--- config.mk ---
export PLATFORM = sky130hd
export DESIGN_NAME = jelly_bean_arbiter_flat
export DESIGN_NICKNAME = d
export VERILOG_FILES = /design/src/rtl/jelly_bean_if.sv /design/src/rtl/jelly_bean_arbiter.sv /design/src/flat_wrapper.sv
export SDC_FILE = /design/constraint.sdc
export NUM_CORES = 1
export LEC_CHECK = 0
export CORE_MARGIN = 2
export CORE_UTILIZATION = 46
export CTS_CLUSTER_DIAMETER = 100
export DETAILED_ROUTE_END_ITERATION = 16
export GPL_ROUTABILITY_DRIVEN = 0
export PLACE_DENSITY = 0.95
export SLEW_MARGIN = 5
export SYNTH_ARGS = -nofsm -noshare
export SYNTH_HDL_FRONTEND = slang
export SYNTH_SLANG_ARGS = --single-unit
--- constraint.sdc ---
create_clock -name clk -period 3.5 [get_ports clk]
set_input_delay 0.35 -clock clk [delete_from_list [all_inputs] [get_ports clk]]
set_output_delay 0.35 -clock clk [all_outputs]
set_load 0.005 [all_outputs]
--- src/rtl/jelly_bean_if.sv ---
// Jelly-bean bus between one master (the arbiter) and one slave.
// A transaction is issued by a non-NO_OP command held for exactly one cycle; the slave
// completes it by driving a non-zero taste on any later cycle while the master waits.
interface jelly_bean_if;
    logic [2:0] flavor;
    logic [1:0] color;
    logic       sugar_free;
    logic       sour;
    logic [1:0] command;
    logic [1:0] taste;

    modport master_mp (output flavor, color, sugar_free, sour, command, input taste);
    modport slave_mp  (input flavor, color, sugar_free, sour, command, output taste);
endinterface

--- src/rtl/jelly_bean_arbiter.sv ---
// Round-robin arbiter sharing one jelly_bean_if slave among NUM_REQ requesters.
// Optional WAIT-state abort is enabled by defining JELLY_BEAN_ARB_TIMEOUT_EN.
module jelly_bean_arbiter #(
    parameter int NUM_REQ = 4,
    parameter int TIMEOUT = 16
) (
    input  logic                   clk,
    input  logic                   rst_n,
    input  logic [NUM_REQ-1:0]     req,
    input  logic [3*NUM_REQ-1:0]   req_flavor,
    input  logic [2*NUM_REQ-1:0]   req_color,
    input  logic [NUM_REQ-1:0]     req_sugar_free,
    input  logic [NUM_REQ-1:0]     req_sour,
    input  logic [2*NUM_REQ-1:0]   req_command,
    output logic [NUM_REQ-1:0]     gnt,
    output logic [NUM_REQ-1:0]     done,
    output logic [1:0]             rsp_taste,
    output logic                   rsp_err,
    output logic [1:0]             dbg_state_o,
    jelly_bean_if.master_mp        bus
);
    localparam int IW = (NUM_REQ > 1) ? $clog2(NUM_REQ) : 1;

    typedef enum logic [1:0] {
        S_IDLE  = 2'd0,
        S_ISSUE = 2'd1,
        S_WAIT  = 2'd2,
        S_RESP  = 2'd3
    } state_t;

    state_t               state_q, state_d;
    logic [NUM_REQ-1:0]   gnt_q, gnt_d;
    logic [NUM_REQ-1:0]   done_q, done_d;
    logic [1:0]           rsp_taste_q, rsp_taste_d;
    logic                 rsp_err_q, rsp_err_d;
    logic [IW-1:0]        ptr_q, ptr_d;
    logic [IW-1:0]        win_q, win_d;
    logic [2:0]           flavor_q, flavor_d;
    logic [1:0]           color_q, color_d;
    logic                 sf_q, sf_d;
    logic                 sour_q, sour_d;
    logic [1:0]           cmd_q, cmd_d;
`ifdef JELLY_BEAN_ARB_TIMEOUT_EN
    localparam int TW = $clog2(TIMEOUT + 1);
    logic [TW-1:0]        tmo_q, tmo_d;
`endif

    logic                 pick_valid;
    logic [IW-1:0]        pick_idx;
    logic [NUM_REQ-1:0]   pick_onehot;
    logic [2:0]           pick_flavor;
    logic [1:0]           pick_color;
    logic                 pick_sf;
    logic                 pick_sour;
    logic [1:0]           pick_cmd;

    // Scan downward so the requester closest to ptr (searching upward with wrap) wins last.
    always_comb begin : pick_c
        pick_valid  = 1'b0;
        pick_idx    = '0;
        pick_onehot = '0;
        pick_flavor = '0;
        pick_color  = '0;
        pick_sf     = 1'b0;
        pick_sour   = 1'b0;
        pick_cmd    = '0;
        for (int k = NUM_REQ - 1; k >= 0; k--) begin
            if (req[IW'((int'(ptr_q) + k) % NUM_REQ)]) begin
                pick_valid = 1'b1;
                pick_idx   = IW'((int'(ptr_q) + k) % NUM_REQ);
            end
        end
        for (int k = 0; k < NUM_REQ; k++) begin
            if (IW'(k) == pick_idx) begin
                pick_onehot[k] = 1'b1;
                pick_flavor    = req_flavor[3*k +: 3];
                pick_color     = req_color[2*k +: 2];
                pick_sf        = req_sugar_free[k];
                pick_sour      = req_sour[k];
                pick_cmd       = req_command[2*k +: 2];
            end
        end
    end

    always_comb begin : fsm_c
        state_d     = state_q;
        gnt_d       = gnt_q;
        done_d      = '0;
        rsp_taste_d = rsp_taste_q;
        rsp_err_d   = rsp_err_q;
        ptr_d       = ptr_q;
        win_d       = win_q;
        flavor_d    = flavor_q;
        color_d     = color_q;
        sf_d        = sf_q;
        sour_d      = sour_q;
        cmd_d       = cmd_q;
`ifdef JELLY_BEAN_ARB_TIMEOUT_EN
        tmo_d       = tmo_q;
`endif
        case (state_q)
            S_IDLE: begin
                if (pick_valid) begin
                    state_d  = S_ISSUE;
                    gnt_d    = pick_onehot;
                    win_d    = pick_idx;
                    flavor_d = pick_flavor;
                    color_d  = pick_color;
                    sf_d     = pick_sf;
                    sour_d   = pick_sour;
                    cmd_d    = pick_cmd;
                end
            end
            S_ISSUE: begin
                state_d  = S_WAIT;
                flavor_d = '0;
                color_d  = '0;
                sf_d     = 1'b0;
                sour_d   = 1'b0;
                cmd_d    = 2'd0;
`ifdef JELLY_BEAN_ARB_TIMEOUT_EN
                tmo_d    = '0;
`endif
            end
            S_WAIT: begin
                if (bus.taste != 2'd0) begin
                    state_d     = S_RESP;
                    done_d      = gnt_q;
                    rsp_taste_d = bus.taste;
                    rsp_err_d   = 1'b0;
                end
`ifdef JELLY_BEAN_ARB_TIMEOUT_EN
                else if (tmo_q == TW'(TIMEOUT - 1)) begin
                    state_d     = S_RESP;
                    done_d      = gnt_q;
                    rsp_taste_d = 2'd0;
                    rsp_err_d   = 1'b1;
                end else begin
                    tmo_d = tmo_q + 1'b1;
                end
`endif
            end
            S_RESP: begin
                state_d = S_IDLE;
                gnt_d   = '0;
                ptr_d   = (int'(win_q) == NUM_REQ - 1) ? '0 : win_q + 1'b1;
            end
            default: state_d = S_IDLE;
        endcase
    end

    always_ff @(posedge clk or negedge rst_n) begin
        if (!rst_n) begin
            state_q     <= S_IDLE;
            gnt_q       <= '0;
            done_q      <= '0;
            rsp_taste_q <= '0;
            rsp_err_q   <= 1'b0;
            ptr_q       <= '0;
            win_q       <= '0;
            flavor_q    <= '0;
            color_q     <= '0;
            sf_q        <= 1'b0;
            sour_q      <= 1'b0;
            cmd_q       <= '0;
`ifdef JELLY_BEAN_ARB_TIMEOUT_EN
            tmo_q       <= '0;
`endif
        end else begin
            state_q     <= state_d;
            gnt_q       <= gnt_d;
            done_q      <= done_d;
            rsp_taste_q <= rsp_taste_d;
            rsp_err_q   <= rsp_err_d;
            ptr_q       <= ptr_d;
            win_q       <= win_d;
            flavor_q    <= flavor_d;
            color_q     <= color_d;
            sf_q        <= sf_d;
            sour_q      <= sour_d;
            cmd_q       <= cmd_d;
`ifdef JELLY_BEAN_ARB_TIMEOUT_EN
            tmo_q       <= tmo_d;
`endif
        end
    end

    assign gnt            = gnt_q;
    assign done           = done_q;
    assign rsp_taste      = rsp_taste_q;
    assign rsp_err        = rsp_err_q;
    assign dbg_state_o    = state_q;
    assign bus.flavor     = flavor_q;
    assign bus.color      = color_q;
    assign bus.sugar_free = sf_q;
    assign bus.sour       = sour_q;
    assign bus.command    = cmd_q;
endmodule

--- src/flat_wrapper.sv ---
// flat-port wrapper written by rule: the top's interface ports become plain ports
module jelly_bean_arbiter_flat 
#(
    parameter int NUM_REQ = 4,
    parameter int TIMEOUT = 16
)
  (clk, rst_n, req, req_flavor, req_color, req_sugar_free, req_sour, req_command, gnt, done, rsp_taste, rsp_err, dbg_state_o, bus_flavor, bus_color, bus_sugar_free, bus_sour, bus_command, bus_taste);
  jelly_bean_if bus_i ();
  input  logic clk;
  input  logic rst_n;
  input  logic [NUM_REQ-1:0] req;
  input  logic [3*NUM_REQ-1:0] req_flavor;
  input  logic [2*NUM_REQ-1:0] req_color;
  input  logic [NUM_REQ-1:0] req_sugar_free;
  input  logic [NUM_REQ-1:0] req_sour;
  input  logic [2*NUM_REQ-1:0] req_command;
  output logic [NUM_REQ-1:0] gnt;
  output logic [NUM_REQ-1:0] done;
  output logic [1:0] rsp_taste;
  output logic rsp_err;
  output logic [1:0] dbg_state_o;
  output wire logic [$bits(bus_i.flavor)-1:0] bus_flavor;
  output wire logic [$bits(bus_i.color)-1:0] bus_color;
  output wire logic [$bits(bus_i.sugar_free)-1:0] bus_sugar_free;
  output wire logic [$bits(bus_i.sour)-1:0] bus_sour;
  output wire logic [$bits(bus_i.command)-1:0] bus_command;
  input wire logic [$bits(bus_i.taste)-1:0] bus_taste;
  assign bus_flavor = bus_i.flavor;
  assign bus_color = bus_i.color;
  assign bus_sugar_free = bus_i.sugar_free;
  assign bus_sour = bus_i.sour;
  assign bus_command = bus_i.command;
  assign bus_i.taste = bus_taste;
  jelly_bean_arbiter #(.NUM_REQ(NUM_REQ), .TIMEOUT(TIMEOUT)) u_core (.clk(clk), .rst_n(rst_n), .req(req), .req_flavor(req_flavor), .req_color(req_color), .req_sugar_free(req_sugar_free), .req_sour(req_sour), .req_command(req_command), .gnt(gnt), .done(done), .rsp_taste(rsp_taste), .rsp_err(rsp_err), .dbg_state_o(dbg_state_o), .bus(bus_i));
endmodule
==> reports/qor.csv, run 1 <==
stage,metric,value,unit
worst_setup_path,worstPathRequired,3.72,ns
sta,period_share,51.7,%
worst_setup_path,crit_path_start_kind,input port,
cts,root_buffer,clkbuf_4,
sta,slew_viol_final,0,
cts,post-cts-setup-buffers,0,
power,power.density,667,nW/um^2
job,maxCapViolations,0,
global_routing,antenna_found_initial,0,
drt,drt_iter0_markers,53,
layout,area_growth_syn_to_layout,44.9,%
cts,cts_tree,built,
layout,nFillCells,265,
drt,wl_per_cell,14.3,microns
sta,slew_headroom,65.4,%
worst_setup_path,end_kind,register,
power,power,1.50,mW
worst_setup_path,r2r_slack,1.70,ns
layout,multiInputGateArea,847,sq um
sta,skew,0.00356,ns
worst_setup_path,cp_slowest_cell,clkdlybuf4s50_1,
floorplan,io_pins,66,
cts,htreeDepth,1,
worst_setup_path,path_buf_inv,3,
sta,fmax,553,MHz
drt,vias,1359,
sta,period_needed,1.81,ns
sta,worstMarginPinSlew,0.520,ns
placed_design,placed_area,2220,sq um
power,leakagePower,0.936,nW
worst_setup_path,critPathTopFamily,buffers and inverters,
drt,first_pass_iters,4,
layout,final_util,68.3,%
layout,regArea,626,sq um
layout,fin_nets,264,
worst_setup_path,reg2reg_from,u_core.dbg_state_o[0]$_DFFE_PN0P_,
hold_path,min_path_type,input port to async pin,
cts,clock-sinks,25,
floorplan,die_x,62.0,microns
global_routing,grt_max_degree,26,
worst_setup_path,critPathMaxStageDelay,0.65,ns
yosys,ys_warn_count,0,
yosys,yosysUniqueCellTypes,34,
floorplan,initial_core_util,47.1,%
worst_setup_path,critPathKind,input port to register,
placed_design,port_buffers,64,
sta,hold_viol,0,
global_routing,grt_first_pass_wirelength,5770,microns
global_routing,grt_usage,20.4,%
power,vdd_drop_max,0.411,mV
yosys,syn_area_per_cell,10.4,sq um
cts,clock_path_buffers,2,
yosys,yosys.area.top_type,dfrtp_1,
yosys,syn_inst,149,
floorplan,rows,21,
worst_setup_path,cp_max_fo,11,
cts,clkLatencyLatePin,0.32,ns
yosys,syn-num-nets,199,
cts,post_cts_resized,0,
global_routing,grt_overflow,0,
sta,rsz0062_at_grt,no,
floorplan,core_area,3280,sq um
floorplan,die_h,62.0,microns
worst_setup_path,crit_chain,"clkdlybuf4s50_1, inv_1, a211o_1, a21oi_1, buf_4, nor3_1, a22o_1",
sta,fin_tns_setup,0,ns
layout,insertedDiodeCount,0,
placed_design,hpwl,2870,microns
drt,viasPerCell,5.25,
layout,postLayoutCellArea,2240,sq um
drt,routed_wl,3720,microns
sta,setup_violations,0,
yosys,synth.top_cell.area_share,40.4,%
yosys,ys_seq_area_share,40.4,%
worst_setup_path,crit_arrival,2.03,ns
worst_setup_path,crit_start,req[1],
drt,drtAntennaViolNets,0,
cts,hold_buffers,0,
floorplan,die_area,3840,sq um
yosys,netlist_area,1550,sq um
yosys,ys_seq_elements,25,
drt,drc_errors,0,
global_routing,grt_pass1_vias,1301,
layout,drive_above_1_share,12.7,%
cts,cts_buffers,3,
yosys,synthTopCellsByArea,"dfrtp_1 40%, a22oi_2 7.3%, o32a_1 6.5%",
run_status,status,"complete, no violations",
cts,clkTransAtPathRegs,0.13,ns
-- synth_stat cells, drive strengths merged --
cell type and n:
nor4 1, o22a 1, o211ai 1, a22o 2
mux2 5, o31ai 1, inv 6, nor2 6
conb 1, a21o 1, ha 6, o21ai 5
nor2b 2, a211o 1, o32a 10, buf 7
o21bai 2, a22oi 9, nand2 22, dfrtp 25
o221ai 1, o22ai 1, and2 5, nand2b 2
nor3 2, mux2i 9, a21oi 15
-- sequential cells by signal, summed over array words and instances, names as in the netlist --
signal                 cells
u_core.rsp_taste           2
u_core.bus.command         2
u_core.bus.color           2
u_core.win_q               2
u_core.dbg_state_o         2
u_core.ptr_q               2
u_core.bus.flavor          3
u_core.bus.sour            1
u_core.done                4
u_core.bus.sugar_free      1
u_core.gnt                 4
-- final cells by class --
cell class                      count  area share (%)
Timing Repair Buffer               67            29.6
Sequential cell                    25            27.9
Multi-Input combinational cell    111            37.8
Tap cell                           46            2.57
Inverter                            6            1.00
Clock buffer                        4            1.17
-- worst paths after layout --
| kind | end | cells past startpoint |
|---|---|---|
| min in group clk | u_core.rsp_taste[1]$_DFFE_PN0P_ | 1 |
| worst min-delay path | u_core.dbg_state_o[0]$_DFFE_PN0P_ | 2 |
| worst max register to register | u_core.bus.sugar_free$_DFFE_PN0P_ | 6 |
| worst min register to register | u_core.rsp_taste[1]$_DFFE_PN0P_ | 1 |
| max in group asynchronous | u_core.ptr_q[1]$_DFFE_PN0P_ | 2 |
| worst max-delay path | u_core.gnt[0]$_DFFE_PN0P_ | 7 |
-- power breakdown --
group	switching, mW	internal (mW)	total [mW]
Clock	0.0847	0.0446	0.129
Combinational	0.416	0.458	0.874
Sequential	0.0987	0.393	0.492
Total	0.599	0.896	1.50
-- metal layers --
layer	up-vias	GRT usage (%)	routed length, microns
met5	-	0	0
met4	0	6.38	41
met3	6	2.48	133
met2	39	33.6	1850
met1	644	28.2	1690
li1	670	-	-
-- metrics by stage --
stage          hold WS (ns)  worst slack, ns  std cells
2_1_floorplan        0.0544             1.90        149
3_3_place_gp          0.480             1.41        255
3_5_place_dp          0.490             1.35        255
4_1_cts               0.388             1.69        259
5_1_grt               0.377             1.47        259
6_report              0.373             1.69        259
-- cell usage in the layout, fill, tap and decap left out, types with 3 or more instances in the layout --
master	synthesis	layout
buf_4	2	3
a22oi_2	9	9
and2_1	4	4
mux2i_1	9	9
mux2_2	5	5
inv_1	6	6
ha_1	6	6
o32a_1	10	10
o21ai_0	4	4
nor2_1	5	5
a21oi_1	14	14
clkbuf_4	0	3
nand2_1	22	22
dfrtp_1	25	25
clkdlybuf4s50_1	0	64
-- cells by family after synthesis --
family | synth area share [%]
AOI/OAI and AO/OA | 27.4
and+or+nand+nor | 12.8
DFF | 40.4
muxes | 9.46
buffers and inverters | 4.85
adders and majority gates | 4.85
other | 0.242
-- worst reg2reg max path, stage by stage (launching register included) --
cell and delay, ns:
dfrtp_1 0.47, inv_1 0.14, ha_1 0.29, nand2b_1 0.19, nor2_2 0.34, nand2_1 0.12, a22oi_2 0.19
Note: power is estimated with default switching activity, not from simulation.
==> inputs of run 2 (changes only) <==
--- a/config.mk
+++ b/config.mk
@@ -6,11 +6,11 @@
 export NUM_CORES = 1
 export LEC_CHECK = 0
 export CORE_MARGIN = 2
-export CORE_UTILIZATION = 46
+export CORE_UTILIZATION = 38
 export CTS_CLUSTER_DIAMETER = 100
 export DETAILED_ROUTE_END_ITERATION = 16
 export GPL_ROUTABILITY_DRIVEN = 0
-export PLACE_DENSITY = 0.95
+export PLACE_DENSITY = 0.87
 export SLEW_MARGIN = 5
 export SYNTH_ARGS = -nofsm -noshare
 export SYNTH_HDL_FRONTEND = slang
==> constraint.sdc (replaced) <==
create_clock -name clk -period 1.45 [get_ports clk]
set_input_delay 0.145 -clock clk [delete_from_list [all_inputs] [get_ports clk]]
set_output_delay 0.145 -clock clk [all_outputs]
set_load 0.005 [all_outputs]
==> run 2 against run 1 <==
Net effect:
- the flow now finishes with violations (setup timing)
- hold slack got worse by 0.15 ns
- cell area increased by 20%
- clock-buffer cell count decreased by 1
- wire length increased by 34%
- flip-flop and latch count unchanged
- worst setup slack got worse by 1.8 ns
- highest routed layer unchanged
==> reports/qor.csv, run 2 (synthesis results as in run 1) <==
stage,metric,value,unit,change
placed_design,port_buffers,64,,unchanged
power,power,4.77,mW,was 1.50 mW
global_routing,grt_first_pass_wirelength,7520,microns,was 5770 microns
power,p_sw_share,40.9,%,was 40.1%
global_routing,grt_overflow,0,,unchanged
sta,hold_viol,0,,unchanged
floorplan,die_h,67.8,microns,was 62.0 microns
drt,drc_errors,0,,unchanged
cts,clock_path_buffers,2,,unchanged
global_routing,grt_pass1_vias,1603,,was 1301
layout,area_growth_syn_to_layout,74.0,%,was 44.9%
drt,vias,1577,,was 1359
floorplan,core_area,3970,sq um,was 3280 sq um
placed_design,dp.cells,275,,was 255
power,leakagePower,1.12,nW,was 0.936 nW
drt,drtAntennaViolNets,0,,unchanged
cts,hold_buffers,0,,unchanged
floorplan,io_pins,66,,unchanged
layout,layout_common_cells,"58 x clkdlybuf4s50_1, 24 x dfrtp_1, 22 x nand2_1, 22 x buf_4, 10 x o32a_1",,"was 64 x clkdlybuf4s50_1, 25 x dfrtp_1, 22 x nand2_1"
sta,skew,0.00189,ns,was 0.00356 ns
cts,htreeDepth,1,,unchanged
cts,root_buffer,clkbuf_8,,was clkbuf_4
drt,viasPerCell,5.38,,was 5.25
run_status,violations,setup timing,,
power,clkPwrFrac,9.1,%,was 8.6%
drt,wl_per_cell,17.0,microns,was 14.3 microns
power,vdd_drop_max,0.955,mV,was 0.411 mV
worst_setup_path,end_kind,register,,unchanged
sta,fmax,661,MHz,
global_routing,grt_max_degree,26,,unchanged
layout,insertedDiodeCount,0,,unchanged
worst_setup_path,cp_slowest_cell,dfrtp_2,,was clkdlybuf4s50_1
worst_setup_path,crit_chain,"buf_4, o22ai_2, buf_6, mux2i_4, a22oi_2",,"was clkdlybuf4s50_1, inv_1, a211o_1, a21oi_1, buf_4, nor3_1, a22o_1"
sta,period_needed,1.51,ns,
sta,finalHoldWorstSlack,0.222,ns,was 0.373 ns
layout,final_common_cell,clkdlybuf4s50_1,,unchanged
power,power.density,1770,nW/um^2,was 667 nW/um^2
hold_path,min_path_type,input port to async pin,,unchanged
run_status,status,"complete, but fails checks",,"was complete, no violations"
worst_setup_path,crit_path_start_kind,register,,was input port
cts,cts_tree,built,,unchanged
job,maxCapViolations,0,,unchanged
sta,rsz0062_at_grt,yes,,was no
worst_setup_path,critPathKind,register to register,,was input port to register
layout,multiInputGateArea,1060,sq um,was 847 sq um
drt,drt_iter0_markers,52,,was 53
layout,fin_nets,294,,was 264
floorplan,die_area,4600,sq um,was 3840 sq um
layout,regArea,627,sq um,was 626 sq um
placed_design,hpwl,3230,microns,was 2870 microns
cts,clkLatencyLatePin,0.28,ns,was 0.32 ns
cts,clkTransAtPathRegs,0.09,ns,was 0.13 ns
floorplan,die_x,67.8,microns,was 62.0 microns
layout,drive_above_1_share,33.7,%,was 12.7%
sta,setup_violations,12,,was 0
drt,routed_wl,4990,microns,was 3720 microns
cts,cts_buffers,3,,unchanged
floorplan,rows,23,,was 21
worst_setup_path,critPathTopFamily,flip-flops,,was buffers and inverters
drt,first_pass_iters,4,,unchanged
sta,slew_viol_final,0,,unchanged
placed_design,dp_worst_setup_slack,-0.446,ns,was 1.35 ns
placed_design,placed_area,2360,sq um,was 2220 sq um
worst_setup_path,critPathMaxStageDelay,0.47,ns,was 0.65 ns
power,seqPwrFrac,24.4,%,was 32.9%
worst_setup_path,path_buf_inv,2,,was 3
layout,fin_cells,293,,was 259
cts,clock-sinks,25,,unchanged
global_routing,antenna_found_initial,0,,unchanged
worst_setup_path,cp_max_fo,8,,was 11
sta,period_share,104,%,
power,intPower,2.82,mW,was 896 uW
power,comb_power_share,66.5,%,was 58.5%
worst_setup_path,crit_arrival,1.68,ns,was 2.03 ns
sta,post-route-worst-setup-slack,-0.0639,ns,was 1.69 ns
layout,postLayoutCellArea,2690,sq um,was 2240 sq um
power,power_switching,1.95,mW,was 599 uW
worst_setup_path,worstPathRequired,1.61,ns,was 3.72 ns
floorplan,initial_core_util,39.0,%,was 47.1%
global_routing,grt_usage,22.4,%,was 20.4%
layout,nFillCells,288,,was 265
-- run 2: changes by cell type in the layout (fill, tap and decap cells not counted), moves of 3 or more --
cell | before | now
clkbuf_4 | 3 | 0
mux2i_2 | 0 | 3
o21bai_4 | 1 | 5
a21oi_2 | 1 | 8
mux2i_1 | 9 | 4
dlygate4sd2_1 | 0 | 4
clkdlybuf4s50_1 | 64 | 58
clkbuf_8 | 0 | 3
buf_4 | 3 | 22
buf_6 | 0 | 6
a21oi_1 | 14 | 7
-- run 2: path summary, 6_finish.rpt --
check,from,to,slack (ns),depth (start not counted)
worst max-delay path,u_core.ptr_q[1]$_DFFE_PN0P_,u_core.bus.color[0]$_DFFE_PN0P_,-0.06,5
worst min-delay path,rst_n,u_core.rsp_taste[0]$_DFFE_PN0P_,0.22,2
min in group clk,req_flavor[7],u_core.bus.flavor[1]$_DFFE_PN0P_,0.51,3
worst max register to register,u_core.ptr_q[1]$_DFFE_PN0P_,u_core.bus.color[0]$_DFFE_PN0P_,-0.06,5
max in group asynchronous,rst_n,u_core.ptr_q[1]$_DFFE_PN0P_,0.97,2
worst min register to register,u_core.win_q[1]$_DFFE_PN0P_,u_core.win_q[1]$_DFFE_PN0P_,0.52,2
-- run 2: power groups by stage --
stage          clock network (mW)  registers [mW]  logic (mW)
2_1_floorplan                   0            1.15        1.46
3_3_place_gp                    0            1.16        2.35
3_5_place_dp                    0            1.17        2.45
4_1_cts                     0.437            1.16        3.07
5_1_grt                     0.480            1.20        3.40
6_report                    0.435            1.16        3.17
-- run 2: area by class of cell --
type                    instances  share of cell area [%]
clock buffers                   3                    1.53
multi-input cells             116                    39.3
flip-flops and latches         25                    23.3
clock inverters                 1                   0.279
inverters                       6                   0.836
well taps                      50                    2.32
repair buffers                 92                    32.4
-- run 2: routing by layer --
layer,wire length (microns),vias to the layer above,GRT usage [%]
li1,-,745,-
met1,2040,766,27.6
met2,2540,53,37.4
met3,272,13,4.11
met4,142,0,11.5
met5,0,-,0
-- run 2: what timing repair did --
item	4_1_cts	5_1_grt
resized for setup	34	10
buffers inserted	8	1
cloned	5	0
pin swaps	9	3
setup endpoints to repair	15	20
-- run 2: metrics by stage --
step                TNS, ns  utilization, %
finish               -0.410            67.8
global route          -1.11            67.8
CTS                  -0.249            66.9
detailed placement    -6.14            59.4
global placement      -5.62            59.4
floorplan                 0               -
